[config.mk]
export PLATFORM = sky130hd
export DESIGN_NAME = traffic_intersection_ctrl
export DESIGN_NICKNAME = d
export VERILOG_FILES = /design/src/rtl/traffic_pkg.sv /design/src/rtl/phase_timer.sv /design/src/rtl/traffic_intersection_ctrl.sv
export SDC_FILE = /design/constraint.sdc
export NUM_CORES = 1
export LEC_CHECK = 0
export BUFFER_PORTS_ARGS = -buffer_cell sky130_fd_sc_hd__buf_2
export CAP_MARGIN = 20
export CELL_PAD_IN_SITES_DETAIL_PLACEMENT = 1
export CELL_PAD_IN_SITES_GLOBAL_PLACEMENT = 2
export CORE_ASPECT_RATIO = 0.6
export CORE_MARGIN = 10
export CORE_UTILIZATION = 32
export DETAILED_ROUTE_END_ITERATION = 7
export PLACE_DENSITY = 0.86
export SETUP_SLACK_MARGIN = 0.02
export SLEW_MARGIN = 0
export SYNTH_ARGS = -nofsm -noshare
export SYNTH_HDL_FRONTEND = slang
export SYNTH_SLANG_ARGS = --single-unit
[constraint.sdc]
create_clock -name clk -period 2.4 [get_ports clk]
set_input_delay 0.36 -clock clk [delete_from_list [all_inputs] [get_ports clk]]
set_output_delay 0.36 -clock clk [all_outputs]
set_load 0.1 [all_outputs]
[src/rtl/traffic_pkg.sv]
// Shared types for the intersection controller: phase encoding, lamp vector,
// and the state-to-lamp decode used by the FSM's registered outputs.
package traffic_pkg;

  typedef enum logic [2:0] {
    ALLRED_B  = 3'd0,
    NS_GREEN  = 3'd1,
    NS_YELLOW = 3'd2,
    ALLRED_A  = 3'd3,
    EW_GREEN  = 3'd4,
    EW_YELLOW = 3'd5,
    PED_WALK  = 3'd6,
    EMERG     = 3'd7
  } state_t;

  typedef struct packed {
    logic red;
    logic yellow;
    logic green;
  } lamp_t;

  typedef struct packed {
    lamp_t ns;
    lamp_t ew;
  } lamps_t;

  localparam lamp_t LAMP_RED    = 3'b100;
  localparam lamp_t LAMP_YELLOW = 3'b010;
  localparam lamp_t LAMP_GREEN  = 3'b001;

  // Exactly one lamp per road; any state not granting a road shows red there.
  function automatic lamps_t state_lamps(input state_t s);
    lamps_t l;
    l.ns = LAMP_RED;
    l.ew = LAMP_RED;
    case (s)
      NS_GREEN:  l.ns = LAMP_GREEN;
      NS_YELLOW: l.ns = LAMP_YELLOW;
      EW_GREEN:  l.ew = LAMP_GREEN;
      EW_YELLOW: l.ew = LAMP_YELLOW;
      default:   ;
    endcase
    return l;
  endfunction

endpackage

[src/rtl/phase_timer.sv]
// Phase down-counter: loads DURATION-1 on phase entry, counts down on ticks,
// and parks at zero so the FSM can see expiry on the next tick.
module phase_timer import traffic_pkg::*; #(
  parameter int             CNT_W   = 8,
  parameter logic [CNT_W-1:0] RST_VAL = '0
) (
  input  logic             clk,
  input  logic             rst,
  input  logic             tick,
  input  logic             load,
  input  logic [CNT_W-1:0] load_val,
  output logic [CNT_W-1:0] cnt_o,
  output logic             zero_o
);

  logic [CNT_W-1:0] cnt;

  // Load has priority; otherwise decrement on tick until zero is reached.
  always_ff @(posedge clk or posedge rst) begin
    if (rst) begin
      cnt <= RST_VAL;
    end else if (load) begin
      cnt <= load_val;
    end else if (tick && (cnt != '0)) begin
      cnt <= cnt - 1'b1;
    end
  end

  assign cnt_o  = cnt;
  assign zero_o = (cnt == '0);

endmodule

[src/rtl/traffic_intersection_ctrl.sv]
// Two-road intersection controller with pedestrian walk phase and emergency
// all-red override. Phase time is measured in external tick pulses.
module traffic_intersection_ctrl import traffic_pkg::*; #(
  parameter int CNT_W        = 8,
  parameter int GREEN_TICKS  = 8,
  parameter int YELLOW_TICKS = 3,
  parameter int ALLRED_TICKS = 2,
  parameter int PED_TICKS    = 5
) (
  input  logic             clk,
  input  logic             rst,
  input  logic             tick,
  input  logic             ped_req,
  input  logic             emerg,
  output logic             ns_red,
  output logic             ns_yellow,
  output logic             ns_green,
  output logic             ew_red,
  output logic             ew_yellow,
  output logic             ew_green,
  output logic             ped_walk,
  output logic [2:0]       state_o,
  output logic [CNT_W-1:0] timer_o
);

  localparam longint MAX_TICKS = longint'(1) << CNT_W;

  if (GREEN_TICKS < 1 || longint'(GREEN_TICKS) > MAX_TICKS) begin : g_bad_green
    $error("GREEN_TICKS out of range 1..2**CNT_W");
  end
  if (YELLOW_TICKS < 1 || longint'(YELLOW_TICKS) > MAX_TICKS) begin : g_bad_yellow
    $error("YELLOW_TICKS out of range 1..2**CNT_W");
  end
  if (ALLRED_TICKS < 1 || longint'(ALLRED_TICKS) > MAX_TICKS) begin : g_bad_allred
    $error("ALLRED_TICKS out of range 1..2**CNT_W");
  end
  if (PED_TICKS < 1 || longint'(PED_TICKS) > MAX_TICKS) begin : g_bad_ped
    $error("PED_TICKS out of range 1..2**CNT_W");
  end

  // Reload values are DURATION-1 so a phase spans exactly DURATION ticks.
  localparam logic [CNT_W-1:0] GREEN_LD  = CNT_W'(GREEN_TICKS - 1);
  localparam logic [CNT_W-1:0] YELLOW_LD = CNT_W'(YELLOW_TICKS - 1);
  localparam logic [CNT_W-1:0] ALLRED_LD = CNT_W'(ALLRED_TICKS - 1);
  localparam logic [CNT_W-1:0] PED_LD    = CNT_W'(PED_TICKS - 1);

  state_t           state;
  state_t           nxt_state;
  logic             ped_pending;
  lamps_t           lamps;
  logic             walk;
  logic             tmr_load;
  logic [CNT_W-1:0] tmr_val;
  logic             tmr_zero;
  logic             enter_walk;

  phase_timer #(
    .CNT_W   (CNT_W),
    .RST_VAL (ALLRED_LD)
  ) u_timer (
    .clk      (clk),
    .rst      (rst),
    .tick     (tick),
    .load     (tmr_load),
    .load_val (tmr_val),
    .cnt_o    (timer_o),
    .zero_o   (tmr_zero)
  );

  // Next-phase decision: emergency beats expiry, expiry beats pedestrian request.
  always_comb begin
    nxt_state = state;
    tmr_load  = 1'b0;
    tmr_val   = '0;
    if (tick) begin
      case (state)
        NS_GREEN: begin
          if (emerg || tmr_zero) begin
            nxt_state = NS_YELLOW;
            tmr_load  = 1'b1;
            tmr_val   = YELLOW_LD;
          end
        end
        NS_YELLOW: begin
          if (tmr_zero) begin
            nxt_state = ALLRED_A;
            tmr_load  = 1'b1;
            tmr_val   = ALLRED_LD;
          end
        end
        ALLRED_A: begin
          if (tmr_zero) begin
            tmr_load = 1'b1;
            if (emerg) begin
              nxt_state = EMERG;
              tmr_val   = '0;
            end else begin
              nxt_state = EW_GREEN;
              tmr_val   = GREEN_LD;
            end
          end
        end
        EW_GREEN: begin
          if (emerg || tmr_zero) begin
            nxt_state = EW_YELLOW;
            tmr_load  = 1'b1;
            tmr_val   = YELLOW_LD;
          end
        end
        EW_YELLOW: begin
          if (tmr_zero) begin
            nxt_state = ALLRED_B;
            tmr_load  = 1'b1;
            tmr_val   = ALLRED_LD;
          end
        end
        ALLRED_B: begin
          if (tmr_zero) begin
            tmr_load = 1'b1;
            if (emerg) begin
              nxt_state = EMERG;
              tmr_val   = '0;
            end else if (ped_pending) begin
              nxt_state = PED_WALK;
              tmr_val   = PED_LD;
            end else begin
              nxt_state = NS_GREEN;
              tmr_val   = GREEN_LD;
            end
          end
        end
        PED_WALK: begin
          if (emerg) begin
            nxt_state = EMERG;
            tmr_load  = 1'b1;
            tmr_val   = '0;
          end else if (tmr_zero) begin
            nxt_state = NS_GREEN;
            tmr_load  = 1'b1;
            tmr_val   = GREEN_LD;
          end
        end
        EMERG: begin
          if (!emerg) begin
            nxt_state = ALLRED_B;
            tmr_load  = 1'b1;
            tmr_val   = ALLRED_LD;
          end
        end
        default: begin
          nxt_state = ALLRED_B;
          tmr_load  = 1'b1;
          tmr_val   = ALLRED_LD;
        end
      endcase
    end
  end

  // The request is consumed on the edge that starts the walk phase.
  assign enter_walk = (state == ALLRED_B) && (nxt_state == PED_WALK);

  // Phase register, pending pedestrian flag and lamp outputs registered from the next phase.
  always_ff @(posedge clk or posedge rst) begin
    if (rst) begin
      state       <= ALLRED_B;
      ped_pending <= 1'b0;
      lamps       <= state_lamps(ALLRED_B);
      walk        <= 1'b0;
    end else begin
      state <= nxt_state;
      lamps <= state_lamps(nxt_state);
      walk  <= (nxt_state == PED_WALK);
      if (enter_walk) begin
        ped_pending <= 1'b0;
      end else if (ped_req && (state != PED_WALK)) begin
        ped_pending <= 1'b1;
      end
    end
  end

  assign ns_red    = lamps.ns.red;
  assign ns_yellow = lamps.ns.yellow;
  assign ns_green  = lamps.ns.green;
  assign ew_red    = lamps.ew.red;
  assign ew_yellow = lamps.ew.yellow;
  assign ew_green  = lamps.ew.green;
  assign ped_walk  = walk;
  assign state_o   = state;

endmodule

==> results_dict.tcl <==
set metrics [dict create \
    status "finished, final reports clean" \
    root_buffer "clkbuf_8" \
    place_congestion 0.849 \
    drt_iter0_drc 58 \
    skew_ns 0.00509 \
    maxCapViolations 0 \
    yosysWarnings 0 \
    synthTopCellsByCount "nor2_1, dfrtp_1, nand2_1" \
    first_pass_iters 5 \
    insertion_delay_ns 0.26 \
    synth_nets 155 \
    port_buffers 22 \
    grt_pass1_vias 1324 \
    period_share_pct 92.1 \
    fp.dieW_um 100 \
    hold_class "input port to asynchronous set/reset pin" \
    crit_fanout 9 \
    yosysTopAreaCell "dfrtp_1" \
    grt_pass1_wl_um 6810 \
    path_buf_inv 0 \
    path_class "flip-flop to flip-flop" \
    holdBufCountCts 0 \
    synthFlopType "dfrtp_1" \
    synth_area_leaders "dfrtp_1, dfstp_2, nor2_1, nand2_1, xor2_1" \
    slowest_stage "dfrtp_2" \
    cp.arrival_ns 2.40 \
    ys_async_sr_fraction_pct 100 \
    layout-drive-gt1-share_pct 29.0 \
    fmax_mhz 452 \
    start_kind "flip-flop" \
    postRouteAntennaNets 0 \
    fin_crit_ns 2.21 \
    crit_required_ns 2.59 \
    placed_cell_area_sq_um 1430 \
    vias 1198 \
    via_per_inst 5.55 \
    netlist.area_leader.share_pct 32.2 \
    core_area_sq_um 3700 \
    clockBufferDepth 2 \
    die_area_sq_um 6860 \
    die_h_um 68.3 \
    synth_most_common_cell "nor2_1" \
    clock_sinks 19 \
    finalSetupViolCount 0 \
    io_pins 23 \
    grt_overflow 0 \
    antenna_cells 0 \
    syn_area_per_cell_sq_um 8.40 \
    htree_num_levels 1 \
    fin_tns_setup_ns 0 \
    yosysSeqAreaShare_pct 38.5 \
    cts_tree "done" \
    cts_made_buffers 3 \
    syn2layout_area_growth_pct 19.7 \
    wl_per_cell_um 19.0 \
    hpwlAfterDp_um 3030 \
    hold_viol_final 0 \
    setup_slack_ns 0.190 \
    worstPathCellList "nor4_4 -> and3_2 -> o221ai_1 -> a31oi_2 -> nand2_1 -> a21o_1" \
    routed_wl_um 4100 \
    cpLargestDelayFamily "simple AND/OR/NAND/NOR gates" \
    relSlewSlack_pct 49.8 \
    antenna_found_initial 0 \
    nets 177 \
    syn_inst 148 \
    synth_edf_count 0 \
    finalMaxSlewViolations 0 \
    initial_core_util_pct 33.6 \
    cp_slowest_stage_delay_ns 0.46 \
    synthDistinctLibCells 46 \
    syn_area_sq_um 1240 \
    worst_pin_slew_ns 0.753 \
    grt_max_degree 20 \
    ys_seq_elements 19 \
    path_clk_slew_ns 0.08 \
    fin_area_sq_um 1490 \
    rsz0062_at_grt "no" \
    grt_util_all_layers_pct 12.4 \
    drc_errors 0 \
    rows 17 \
    place_ws_ns 0.140 \
    num-fill-cells 452 \
    worstSetupEndpointType "flip-flop" \
]
[final timing paths]
path                                  start          endpoint  slack (ns)  cells after the start
max                        u_timer.cnt_o[3]            ns_red        0.19                      6
min                                     rst       ped_pending        0.22                      2
max reg2reg                u_timer.cnt_o[3]            ns_red        0.19                      6
min reg2reg                u_timer.cnt_o[7]  u_timer.cnt_o[7]        0.60                      2
max in group asynchronous               rst        state_o[0]        1.66                      2
min in group clk                    ped_req       ped_pending        0.48                      3
[registers in the layout (all words and copies together), names as in the netlist]
name           count
u_timer.cnt_o      8
state_o            3
ew_green           1
ew_red             1
ew_yellow          1
ns_green           1
ns_red             1
ns_yellow          1
ped_pending        1
ped_walk           1
[cells in the final DEF (no fill, tap or decap), types with 2 or more instances in the layout]
master    count
nand3_1       6
ha_1          2
a21o_1        2
o21ai_0       7
a32oi_1       2
inv_1         5
dfrtp_2       5
buf_2        22
nand2b_1      3
buf_4         9
dfstp_2       2
nand4_1       2
clkbuf_8      3
xor2_1        5
nor2_1       18
nor3_1        7
dfrtp_1      11
a21oi_1       4
a31oi_1       2
a211oi_1      2
nor2b_1       4
nand2_1      12
mux2i_1       4
xnor2_1       3
[per-layer routing]
metal / wire (um) / up-vias / GRT usage, %
li1: - / 565 / -
met1: 1940 / 601 / 14.9
met2: 1850 / 28 / 20.7
met3: 271 / 4 / 4.92
met4: 36 / 0 / 2.46
met5: 0 / - / 0
[per-stage QoR]
stage / hold slack (ns) / util [%] / std cells
detailed placement: 0.521 / 38.7 / 212
global route: 0.260 / 40.2 / 216
floorplan: 0.309 / - / 148
finish: 0.220 / 40.2 / 216
global placement: 0.500 / 38.7 / 212
CTS: 0.237 / 40.0 / 216
[area by class of cell]
type / count / area, sq um / area share [%]
sequential: 19 / 489 / 32.9
multi-input combinational: 109 / 692 / 46.5
tap: 47 / 58.8 / 3.95
clock inverter: 1 / 7.51 / 0.504
inverter: 6 / 22.5 / 1.51
clock buffer: 3 / 41.3 / 2.77
timing repair buffer: 31 / 178 / 11.9
[cell families (layout without fill, tap and decap cells)]
family	after synthesis	count (layout)	synth area share, %
muxes	4	4	3.22
AOI/OAI and AO/OA	32	32	18.0
buffers and inverters	20	41	6.44
DFF	19	19	38.5
adders and majority gates	2	2	2.01
xor gates and xnor gates	8	8	5.63
and+or+nand+nor	63	63	26.2
[what timing repair did]
item	in CTS	in global routing
endpoints found under the setup margin	0	8
resized for setup	0	2
buffers inserted	0	0
Power is left out: the tool's default activity adds up to more than one toggle a clock period on the data nets, which glitch-free logic cannot reach.
